File: config.mk
export PLATFORM = sky130hd
export DESIGN_NAME = data_transmitter
export DESIGN_NICKNAME = d
export VERILOG_FILES = /design/src/rtl/data_transmitter.sv
export SDC_FILE = /design/constraint.sdc
export NUM_CORES = 1
export LEC_CHECK = 0
export ABC_AREA = 1
export CAP_MARGIN = 30
export CORE_UTILIZATION = 50
export CTS_CLUSTER_DIAMETER = 40
export CTS_CLUSTER_SIZE = 30
export DETAILED_ROUTE_END_ITERATION = 16
export PLACE_DENSITY_LB_ADDON = 0.3
export SYNTH_ARGS = -nofsm -noshare
export SYNTH_HDL_FRONTEND = slang
export SYNTH_SLANG_ARGS = --single-unit
File: constraint.sdc
create_clock -name clk -period 1.4 [get_ports clk]
set_input_delay 0.28 -clock clk [delete_from_list [all_inputs] [get_ports clk]]
set_output_delay 0.28 -clock clk [all_outputs]
set_load 0.02 [all_outputs]
File: src/rtl/data_transmitter.sv
// data_transmitter
// Serial frame transmitter for one data wire. On an accepted send_start it
// latches {SYNCWORD, data_in} and shifts it out MSB-first on serial_out, one
// bit per clock, then raises send_done until the next accepted start or until
// game_active drops. The frame lands bit-aligned in the peer packet receiver
// with no gap between syncword and data.
//
// Ports:
//   clk          GPIO clock
//   rst_l        asynchronous active-low reset
//   send_start   1-cycle pulse: latch data_in and begin a frame
//   game_active  low aborts any transfer and forces idle
//   data_in      encoded packet, sampled only on the accepting edge
//   serial_out   registered serial line, idle level 0
//   send_done    frame fully sent (held until next accepted start / abort)
module data_transmitter #(
    parameter int                   SYNC_BITS = 8,
    parameter logic [SYNC_BITS-1:0] SYNCWORD  = 8'hA5,
    parameter int                   DATA_BITS = 16
) (
    input  logic                 clk,
    input  logic                 rst_l,
    input  logic                 send_start,
    input  logic                 game_active,
    input  logic [DATA_BITS-1:0] data_in,
    output logic                 serial_out,
    output logic                 send_done
);

    localparam int FRAME_BITS = SYNC_BITS + DATA_BITS;
    localparam int CNT_W      = $clog2(FRAME_BITS + 1);
    localparam logic [CNT_W-1:0] LAST_CNT = CNT_W'(FRAME_BITS - 1);

    typedef enum logic [1:0] {
        IDLE = 2'd0,
        SEND = 2'd1,
        DONE = 2'd2
    } state_t;

    state_t                state;
    logic [FRAME_BITS-1:0] frame;
    logic [CNT_W-1:0]      cnt;

    always_ff @(posedge clk or negedge rst_l) begin
        if (!rst_l) begin
            state      <= IDLE;
            frame      <= '0;
            cnt        <= '0;
            serial_out <= 1'b0;
            send_done  <= 1'b0;
        end else if (!game_active) begin
            // Abort wins over everything, including a simultaneous start.
            state      <= IDLE;
            frame      <= '0;
            cnt        <= '0;
            serial_out <= 1'b0;
            send_done  <= 1'b0;
        end else begin
            case (state)
                IDLE, DONE: begin
                    if (send_start) begin
                        frame      <= {SYNCWORD, data_in};
                        cnt        <= '0;
                        // First bit goes out on the accept edge itself.
                        serial_out <= SYNCWORD[SYNC_BITS-1];
                        send_done  <= 1'b0;
                        state      <= SEND;
                    end else begin
                        serial_out <= 1'b0;
                    end
                end
                SEND: begin
                    // send_start is deliberately ignored here.
                    frame <= {frame[FRAME_BITS-2:0], 1'b0};
                    cnt   <= cnt + CNT_W'(1);
                    if (cnt == LAST_CNT) begin
                        // Last bit has had its full cycle; line returns to idle.
                        serial_out <= 1'b0;
                        send_done  <= 1'b1;
                        state      <= DONE;
                    end else begin
                        // Register the bit that becomes MSB after this shift.
                        serial_out <= frame[FRAME_BITS-2];
                    end
                end
                default: begin
                    state      <= IDLE;
                    serial_out <= 1'b0;
                    send_done  <= 1'b0;
                end
            endcase
        end
    end

endmodule

# Word-level counts from Yosys, hierarchy flattened
# Index checks and enable logic that the tools add are counted.
# W data, S select, Z words.
[classes]
n_addsub = 1
eq_ne = 6
n_mux = 18
n_reduce_logical = 4
[ops]
columns = ["op", "n"]
rows = [
  ["$mux W23", 2],
  ["$pmux W23 S2", 1],
  ["$mux W5", 2],
  ["$pmux W5 S2", 1],
  ["$mux W1", 6],
  ["$mux W2", 3],
  ["$ne A3 B3 Y1 const B", 2],
  ["$add A5 B1 Y5 const B", 1],
  ["$eq A5 B5 Y1 const B", 1],
  ["$pmux W1 S2", 2],
  ["$pmux W2 S2", 1],
  ["$reduce_and A2 Y1", 2],
  ["$ne A3 B1 Y1 const B", 1],
  ["$eq A2 B1 Y1 const B", 1],
  ["$eq A2 B2 Y1 const B", 1],
  ["$logic_not A2 Y1", 1],
  ["$reduce_or A2 Y1", 1],
]
[totals]
ff_bits = 32
in_bits = 20
output_inout_bits = 2
word_cells = 34

# Depth between registers and ports, before layout
# Gate-level depths: netlist (run 1).
[depth]
word_depth = 4
ltp_mapped = 8
ltp_nobuf = 7

# Worst setup path after synthesis (run 1)
# OpenSTA, ideal clock, no wires.
[synth_path]
path_kind = "flip-flop to flip-flop"
from = "register state[1]"
to = "register frame[10]"
setup_ps = 116
t_arrival_ps = 1129
required_time_ps = 1284
setup_slack_ps = 155
stages_incl_launch_ff = 9
period_less_slack_ps = 1245
cell_sequence = "dfrtp_1 inv_2 nand2_4 buf_6 buf_6 nand2_1 nand2_1 nand2_1 nand2_1"
[synth_via]
elab_chain_len = 4
[synth_lines]
columns = ["element", "line", "source"]
rows = [
  ["from (decl)", "40", "state_t state;"],
  ["from (signal assigned)", "46", "state <= IDLE;"],
  ["from (signal assigned)", "53", "state <= IDLE;"],
  ["from (signal assigned)", "67", "state <= SEND;"],
  ["$eq A2 B2 Y1 or $logic_not A2 Y1 (tied branches)", "59", "case (state)"],
  ["$reduce_or A2 Y1", "59", ""],
  ["$pmux W23 S2, or another cell as far along", "59", ""],
  ["$mux W23 or $reduce_and A2 Y1 (tied branches)", "n/a", ""],
  ["to (signal assigned)", "62", "frame <= {SYNCWORD, data_in};"],
  ["to (signal assigned)", "74", "frame <= {frame[FRAME_BITS-2:0], 1'b0};"],
  ["to (decl)", "41", "logic [FRAME_BITS-1:0] frame;"],
]
# Several ways; a longest one is shown, not always the timed one.
# A chain may end at the register's enable or synchronous reset.

==> results of run 1 <==
worst min-delay path by stage:
stage | startpoint | to | slack, ps | cells after the start
2_1_floorplan | rst_l | cnt[0] | -20 | 0
3_3_place_gp | frame[15] | frame[15] | 460 | 2
3_5_place_dp | frame[14] | frame[14] | 470 | 2
4_1_cts | rst_l | cnt[3] | 280 | 2
5_1_grt | rst_l | cnt[4] | 280 | 2
6_report | rst_l | state[1] | 270 | 2
kinds of logic after synthesis:
kind of cell / share of synthesized area
simple gates: 0.381
buf+inv: 0.0817
compound gates: 0.0373
flops: 0.492
fa+ha+maj: 0.00793
layer usage:
layer	vias to the layer above	track usage	share of wire
li1	701	-	-
met4	0	0.0816	0.018
met5	-	0	0
met2	29	0.348	0.45
met1	611	0.259	0.48
met3	6	0.0692	0.050
Yosys cell counts:
| library cell | instances | area [µm²] |
|---|---|---|
| inv_2 | 3 | 11.3 |
| buf_2 | 1 | 5.00 |
| dfrtp_1 | 31 | 776 |
| o21ai_1 | 4 | 20.0 |
| nand3_1 | 23 | 115 |
| nand4_1 | 2 | 12.5 |
| a21oi_1 | 2 | 10.0 |
| nand3_2 | 1 | 10.0 |
| buf_1 | 1 | 3.75 |
| ha_1 | 1 | 12.5 |
| inv_1 | 10 | 37.5 |
| nor2_1 | 5 | 18.8 |
| buf_4 | 2 | 15.0 |
| o31ai_1 | 1 | 7.51 |
| nand2_4 | 1 | 11.3 |
| nor2_4 | 1 | 11.3 |
| nand2_2 | 1 | 6.26 |
| a21oi_4 | 1 | 16.3 |
| o21ai_0 | 1 | 5.00 |
| or2_0 | 1 | 6.26 |
| nor3_1 | 1 | 5.00 |
| buf_6 | 5 | 56.3 |
| nand2_1 | 108 | 405 |
per-stage QoR:
stage	std cells	utilization	setup TNS [ps]
3_3_place_gp	273	0.615	-1740
4_1_cts	281	0.632	0
5_1_grt	281	0.633	0
3_5_place_dp	273	0.615	-1890
2_1_floorplan	207	-	0
6_report	281	0.633	0
sequential cells by signal, indices dropped and copies added (netlist names):
name	cells
serial_out	1
cnt	5
state	2
frame	23
area by class of cell:
| cell class | count | area [µm²] |
|---|---|---|
| repair buffers | 31 | 309 |
| clock inverters | 3 | 15.0 |
| inverters | 13 | 51.3 |
| well taps | 44 | 55.1 |
| multi-input cells | 154 | 673 |
| flip-flops and latches | 31 | 776 |
| fillers | 268 | 1110 |
| clock buffers | 5 | 37.5 |
power by group:
group,switching [mW],total [mW],internal [mW]
sequential,0.0395,1.00,0.965
combinational,0.201,0.356,0.156
clock,0.322,0.509,0.186
==> flow_summary_export.csv, run 1 <==
group,metric,value,unit
cells_and_area,final_common_cell,"nand2_1",
power,vdd.ir_drop.worst,0.000587,V
sta,fin_crit_sh,0.963,
cts,clk_pin_slew,110,ps
cells_and_area,area_growth,21.5,%
floorplanning,die_w,58.2,µm
global_routing,grt_pass1_vias,1238,
sta,slew_headroom,0.830,
yosys,seq_area_frac_synth,0.492,
worst_setup_path,critPathCaptureType,"output pin",
route,drtPass1Iterations,5,
place,place_area,1860,µm²
cts,clkLatencyLatePin,350,ps
sta,setup_viol,0,
worst_setup_path,regToRegSetupSlack,180,ps
route,wl_per_cell,10.6,µm
floorplanning,ios,22,
sta,fin_crit,1350,ps
global_routing,grt.overflow.total,0,
worst_setup_path,reg2reg_to,"frame[16]",
floorplanning,initial_utilization,0.521,
worst_setup_path,critPathBufInv,1,
yosys,synth.distinct_cells,23,
place,portBuffers,21,
cells_and_area,stdcell_area,1920,µm²
cells_and_area,n_antenna_cell,0,
cts,cts_resized,2,
cts,cts_buffer_depth,2,
cts,postCtsHoldBufs,0,
cts,htree_levels,2,
global_routing,antenna_found_initial,0,
floorplanning,coreArea,3030,µm²
route,vias_per_cell,4.79,
floorplanning,fp-row-count,20,
sta,slew_viol_final,0,
worst_setup_path,slowest_stage,"dfrtp_1",
yosys,netlist_area,1580,µm²
worst_setup_path,worstPathRequired,1120,ps
status,status,"finished clean",
route,first_iter_violations,57,
worst_setup_path,critPathKind,"register to output pin",
cts,tritoncts,"built",
floorplanning,dieArea,3380,µm²
yosys,synth_area_per_cell,7.62,µm²
worst_setup_path,critPathTopFamily,"flip-flops",
global_routing,grt_pass1_wl,5280,µm
floorplanning,die_y,58.2,µm
sta,skew,18.5,ps
yosys,synth_warnings,0,
worst_setup_path,cp.depth,1,
worst_setup_path,crit_path_end,"send_done",
route,via_count,1347,
worst_setup_path,critPathMaxFanout,3,
power,powerDensity,975,nW/µm²
cts,post_cts_buffers,0,
route,routed_wirelength,2970,µm
worst_setup_path,cp.arrival,1070,ps
sta,timing.hold.ws,270,ps
yosys,synthesis.nets,228,
sta,rsz0062_at_grt,"no",
sta,max_freq,0.742,GHz
worst_setup_path,r2r-start,"state[1]",
route,drc,0,
yosys,ys_ff_latch,31,
worst_setup_path,cp_cell_sequence,"clkdlybuf4s15_1",
worst_setup_path,cp-start-kind,"register",
place,dp_hpwl,1960,µm
power,p_leak,1.03,nW
power,power,1.87,mW
sta,hold_violations,0,
yosys,syn_inst,207,
sta,layout_setup_ws,51.6,ps
cts,cts_buffers,5,
run,maxCapViolations,0,
route,ant_nets,0,
worst_setup_path,rr_worst_depth,6,
cts,cts.sinks,31,
cells_and_area,layout.nets,257,
global_routing,grt_usage,0.212,
hold_path,hold_path_class,"primary input to asynchronous set/reset pin",
cells_and_area,mostFrequentLayoutCells,"nand2_1, dfrtp_1, nand3_1",
sta,worst_pin_slew,254,ps
cells_and_area,drive_gt1_frac,0.110,
cts,cts_root_buf,"clkbuf_4",
global_routing,grt_max_degree,32,
worst_setup_path,cpPeakStageDelay,420,ps
place,post-place-ws,-104,ps
worst_setup_path,crit_path_start,"state[1]",
place,place.gp.congestion,0.779,
Power figures use the tool's default switching activity.
==> run 2: changes to the inputs <==
--- a/config.mk
+++ b/config.mk
@@ -11,6 +11,7 @@
 export CTS_CLUSTER_DIAMETER = 40
 export CTS_CLUSTER_SIZE = 30
 export DETAILED_ROUTE_END_ITERATION = 16
+export MAX_ROUTING_LAYER = met4
 export PLACE_DENSITY_LB_ADDON = 0.3
 export SYNTH_ARGS = -nofsm -noshare
 export SYNTH_HDL_FRONTEND = slang
==> run 2 against run 1 <==
  * Largest cell class unchanged
  * Register-to-register slack barely moved
  * Non-clock buffer count is the same
  * Maximum frequency is 0.45% higher
  * Combinational power is essentially flat
  * Sequential share of layout area is the same
==> flow_summary_export.csv, run 2 (synthesis gave the netlist of run 1 again) <==
group,metric,value,unit
status,status,"finished clean",
cts,cts.sinks,31,
cts,cts_root_buf,"clkbuf_4",
worst_setup_path,critPathMaxFanout,3,
route,ant_nets,0,
cells_and_area,layout.nets,257,
sta,layout_setup_ws,57.7,ps
cells_and_area,final_common_cell,"nand2_1",
power,power,1.86,mW
route,first_iter_violations,46,
cts,htree_levels,2,
floorplanning,die_w,58.2,µm
cells_and_area,top_regs,"frame (23), cnt (5), state (2)",
place,portBuffers,21,
floorplanning,coreArea,3030,µm²
route,routed_wirelength,2950,µm
cells_and_area,postLayoutCoreUtil,0.633,
worst_setup_path,critPathBufInv,1,
global_routing,met2_usage,0.348,
place,place.gp.congestion,0.790,
place,dp_hpwl,1960,µm
route,via_count,1343,
sta,fin_crit_sh,0.959,
worst_setup_path,cp.arrival,1060,ps
global_routing,busiest_layer,"met2",
sta,skew,18.7,ps
cells_and_area,largest_register_ffs,23,
place,post-place-ws,-104,ps
floorplanning,die_y,58.2,µm
sta,setup_viol,0,
cells_and_area,finalNonFillerCells,281,
power,share_seq_of_total_power,0.540,
sta,max_freq,0.745,GHz
worst_setup_path,cp.depth,1,
power,p_comb_frac,0.191,
cells_and_area,n_antenna_cell,0,
worst_setup_path,critPathKind,"register to output pin",
power,p_sw,0.554,mW
place,place_area,1860,µm²
worst_setup_path,critPathCaptureType,"output pin",
cts,cts_buffers,5,
worst_setup_path,critPathTopFamily,"flip-flops",
cells_and_area,drive_gt1_frac,0.110,
worst_setup_path,rr_worst_depth,6,
sta,fin_tns_setup,0,ps
cells_and_area,area_growth,21.5,%
floorplanning,dieArea,3380,µm²
sta,worst_pin_slew,254,ps
sta,hold_violations,0,
worst_setup_path,cp-start-kind,"register",
sta,slew_viol_final,0,
worst_setup_path,cp_cell_sequence,"clkdlybuf4s15_1",
global_routing,grt_use_met3,0.0625,
route,drtPass1Iterations,5,
sta,rsz0062_at_grt,"no",
cells_and_area,regMostFlops,"frame",
cells_and_area,stdcell_area,1920,µm²
cells_and_area,mostFrequentLayoutCells,"nand2_1, dfrtp_1, nand3_1",
cts,tritoncts,"built",
floorplanning,fp-row-count,20,
global_routing,antenna_found_initial,0,
worst_setup_path,cpPeakStageDelay,420,ps
cts,clk_pin_slew,110,ps
global_routing,grt_usage,0.217,
power,swShare,0.298,
global_routing,grt_max_degree,32,
sta,fin_crit,1340,ps
floorplanning,initial_utilization,0.521,
route,drc,0,
power,vdd.ir_drop.worst,0.000582,V
global_routing,grt_pass1_wl,5280,µm
worst_setup_path,slowest_stage,"dfrtp_1",
sta,slew_headroom,0.830,
global_routing,grt_pass1_vias,1240,
route,wl_per_cell,10.5,µm
place,post-place-cells,273,
worst_setup_path,worstPathRequired,1120,ps
route,vias_per_cell,4.78,
run,maxCapViolations,0,
hold_path,hold_path_class,"primary input to asynchronous set/reset pin",
global_routing,grt.overflow.total,0,
power,p_leak,1.03,nW
power,power_frac_clock,0.269,
floorplanning,ios,22,
power,powerDensity,971,nW/µm²
global_routing,grtUsageMet1,0.259,
cts,clkLatencyLatePin,350,ps
power,p_int,1.31,mW
cts,cts_buffer_depth,2,
sta,timing.hold.ws,276,ps
run 2: cell counts in the layout (fill, tap and decap cells not counted):
Identical to the previous run, type by type.
run 2: path summary, 6_finish.rpt:
kind | startpoint | end | slack (ps)
hold reg to reg | frame[2] | frame[2] | 490
min in group clk | frame[2] | frame[2] | 490
setup reg to reg | state[1] | frame[16] | 180
hold / removal | rst_l | state[1] | 280
max in group asynchronous | rst_l | frame[5] | 930
setup / recovery | state[1] | send_done | 60
run 2: what timing repair did:
action / 4_1_cts / 5_1_grt
hold buffers: 0 / 0
setup endpoints to repair: 2 / 14
cloned: 0 / 0
buffers inserted: 0 / 0
gates resized for setup: 2 / 3
hold endpoints to repair: 0 / 0
run 2: layout make-up:
class	count	area (µm²)
fillers	268	1110
well taps	44	55.1
repair buffers	31	309
clock inverters	3	15.0
inverters	13	51.3
multi-input cells	154	673
clock buffers	5	37.5
flip-flops and latches	31	776
run 2: metal layers:
| layer | up-vias | part of all wire |
|---|---|---|
| li1 | 702 | - |
| met1 | 606 | 0.49 |
| met2 | 27 | 0.45 |
| met3 | 8 | 0.042 |
| met4 | 0 | 0.019 |
| met5 | - | 0 |
run 2: power by group through the flow:
stage          clock, mW  combinational [mW]  sequential (mW)
6_report           0.501               0.356             1.00
5_1_grt            0.560               0.408             1.01
4_1_cts            0.525               0.361             1.00
3_5_place_dp           0               0.361             1.02
3_3_place_gp           0               0.357             1.02
2_1_floorplan          0               0.234             1.01
==> run 3: changes to the inputs <==
--- a/config.mk
+++ b/config.mk
@@ -7,6 +7,7 @@
 export LEC_CHECK = 0
 export ABC_AREA = 1
 export CAP_MARGIN = 30
+export CORE_MARGIN = 5
 export CORE_UTILIZATION = 50
 export CTS_CLUSTER_DIAMETER = 40
 export CTS_CLUSTER_SIZE = 30
==> constraint.sdc (replaced) <==
create_clock -name clk -period 1.3 [get_ports clk]
set_input_delay 0.26 -clock clk [delete_from_list [all_inputs] [get_ports clk]]
set_output_delay 0.26 -clock clk [all_outputs]
set_load 0.02 [all_outputs]
==> run 3 against run 2 <==
  * Combinational power up 12%
  * Clock skew fell by 15 ps
  * Sequential power grew 8%
  * Die area increased by 29%
  * Critical path depth is the same
  * Global-route usage shrank 5.4 points
  * Total power grew 19%
  * Core utilization rose by 1.0 points
  * Critical path type unchanged
  * Sequential share of layout area decreased by 0.65 points
  * First-iteration DRC count is 63% higher
  * Hold slack got worse by 3.0 ps
  * Register-to-register slack got worse by 80 ps
==> flow_summary_export.csv, run 3 (synthesis gave the netlist of run 1 again) <==
group,metric,value,unit
status,status,"finished clean",
sta,slew_viol_final,0,
worst_setup_path,slowest_stage,"dfrtp_1",
place,place.gp.congestion,0.744,
sta,setup_viol,0,
cells_and_area,regMostFlops,"frame",
cells_and_area,multi_input_area,673,µm²
cells_and_area,top_regs,"frame (23), cnt (5), state (2)",
cells_and_area,layout.nets,258,
place,post-place-ws,-87.4,ps
route,routed_wirelength,3140,µm
place,dp_hpwl,2080,µm
place,place_area,1880,µm²
cts,cts.sinks,31,
sta,slew_headroom,0.845,
cells_and_area,area_growth,23.5,%
floorplanning,die_w,66.2,µm
cts,clkLatencyLatePin,330,ps
route,ant_nets,0,
worst_setup_path,cpPeakStageDelay,360,ps
route,drtPass1Iterations,4,
worst_setup_path,cp.depth,1,
floorplanning,ios,22,
sta,hold_violations,0,
floorplanning,dieArea,4380,µm²
hold_path,hold_path_class,"primary input to asynchronous set/reset pin",
place,portBuffers,21,
route,dr_wl_met2,1440,µm
worst_setup_path,cp.arrival,1010,ps
route,first_iter_violations,75,
worst_setup_path,critPathBufInv,1,
cts,clk_pin_slew,90,ps
cells_and_area,stdcell_area,1950,µm²
cells_and_area,drive_gt1_frac,0.110,
route,wl_per_cell,11.2,µm
power,power,2.21,mW
cells_and_area,n_antenna_cell,0,
cells_and_area,fillers,269,
worst_setup_path,worstPathRequired,1040,ps
global_routing,antenna_found_initial,0,
cts,postCtsHoldBufs,0,
worst_setup_path,r2r-start,"state[0]",
worst_setup_path,crit_path_start,"serial_out",
worst_setup_path,cp-start-kind,"register",
run,maxCapViolations,0,
worst_setup_path,critPathTopFamily,"flip-flops",
power,p_leak,1.05,nW
global_routing,grt_max_degree,32,
global_routing,grt_pass1_wl,5340,µm
cts,cts_root_buf,"clkbuf_4",
worst_setup_path,critPathMaxFanout,1,
global_routing,grt.overflow.total,0,
worst_setup_path,critPathCaptureType,"output pin",
floorplanning,fp-row-count,20,
cells_and_area,postLayoutCoreUtil,0.643,
sta,rsz0062_at_grt,"no",
worst_setup_path,critPathKind,"register to output pin",
floorplanning,die_y,66.2,µm
sta,fin_crit,1270,ps
sta,skew,4.22,ps
cells_and_area,mostFrequentLayoutCells,"nand2_1, dfrtp_1, nand3_1",
cells_and_area,area.sequential,776,µm²
route,drc,0,
route,met3_length,192,µm
route,vias_per_cell,4.78,
cts,cts_buffers,5,
cts,htree_levels,2,
power,vdd.ir_drop.worst,0.000617,V
floorplanning,initial_utilization,0.521,
cells_and_area,final_common_cell,"nand2_1",
worst_setup_path,rr_worst_depth,7,
route,routed.top_layer,"met4",
cells_and_area,largest_register_ffs,23,
cts,cts_buffer_depth,2,
global_routing,grt_usage,0.163,
worst_setup_path,cp_cell_sequence,"dlygate4sd2_1",
power,powerDensity,1130,nW/µm²
sta,fin_crit_sh,0.975,
route,via_count,1343,
sta,layout_setup_ws,32.4,ps
sta,max_freq,0.789,GHz
global_routing,grt_pass1_vias,1261,
cts,tritoncts,"built",
sta,worst_pin_slew,233,ps
cells_and_area,finalNonFillerCells,281,
route,wl_met1,1460,µm
floorplanning,coreArea,3030,µm²
place,post-place-cells,274,
-- run 3: cell count changes in the layout (fill, tap and decap cells not counted), sizes merged --
| cell | delta |
|---|---|
| clkbuf | +1 |
| clkinv | -3 |
| buf | +2 |
| clkdlybuf4s15 | -1 |
| bufinv | +1 |
-- run 3: cell type report --
type | instances | area share
Sequential cell | 31 | 0.398
Multi-Input combinational cell | 154 | 0.346
Timing Repair Buffer | 32 | 0.166
Tap cell | 44 | 0.0283
Inverter | 13 | 0.0250
Clock buffer | 6 | 0.0212
Clock inverter | 1 | 0.0154
-- run 3: through the flow --
stage | hold slack [ps] | setup TNS (ps)
2_1_floorplan | -35.6 | 0
5_1_grt | 284 | 0
3_3_place_gp | 457 | -1880
4_1_cts | 262 | 0
3_5_place_dp | 465 | -1890
6_report | 273 | 0
-- run 3: layer usage --
layer | up-vias | track usage
li1 | 704 | -
met1 | 602 | 0.203
met2 | 32 | 0.248
met3 | 5 | 0.0408
met4 | 0 | 0.0761
met5 | - | -
-- run 3: timing repair --
item | in CTS | in global routing
setup buffers | 0 | 0
setup endpoints to repair | 2 | 1
resized for setup | 4 | 1
hold endpoints to repair | 0 | 0
-- run 3: worst paths after layout --
check,endpoint,slack (ps)
max in group asynchronous,frame[1],860
max reg2reg,frame[3],100
min in group clk,frame[19],490
min,cnt[3],270
min reg2reg,frame[19],490
max,serial_out,30
-- run 3: report_power, final --
part           leakage [nW]  total [mW]  internal [mW]  switching [mW]
Combinational         0.590       0.397          0.179           0.218
Sequential            0.418        1.08           1.04          0.0438
Clock                0.0383       0.726          0.396           0.330
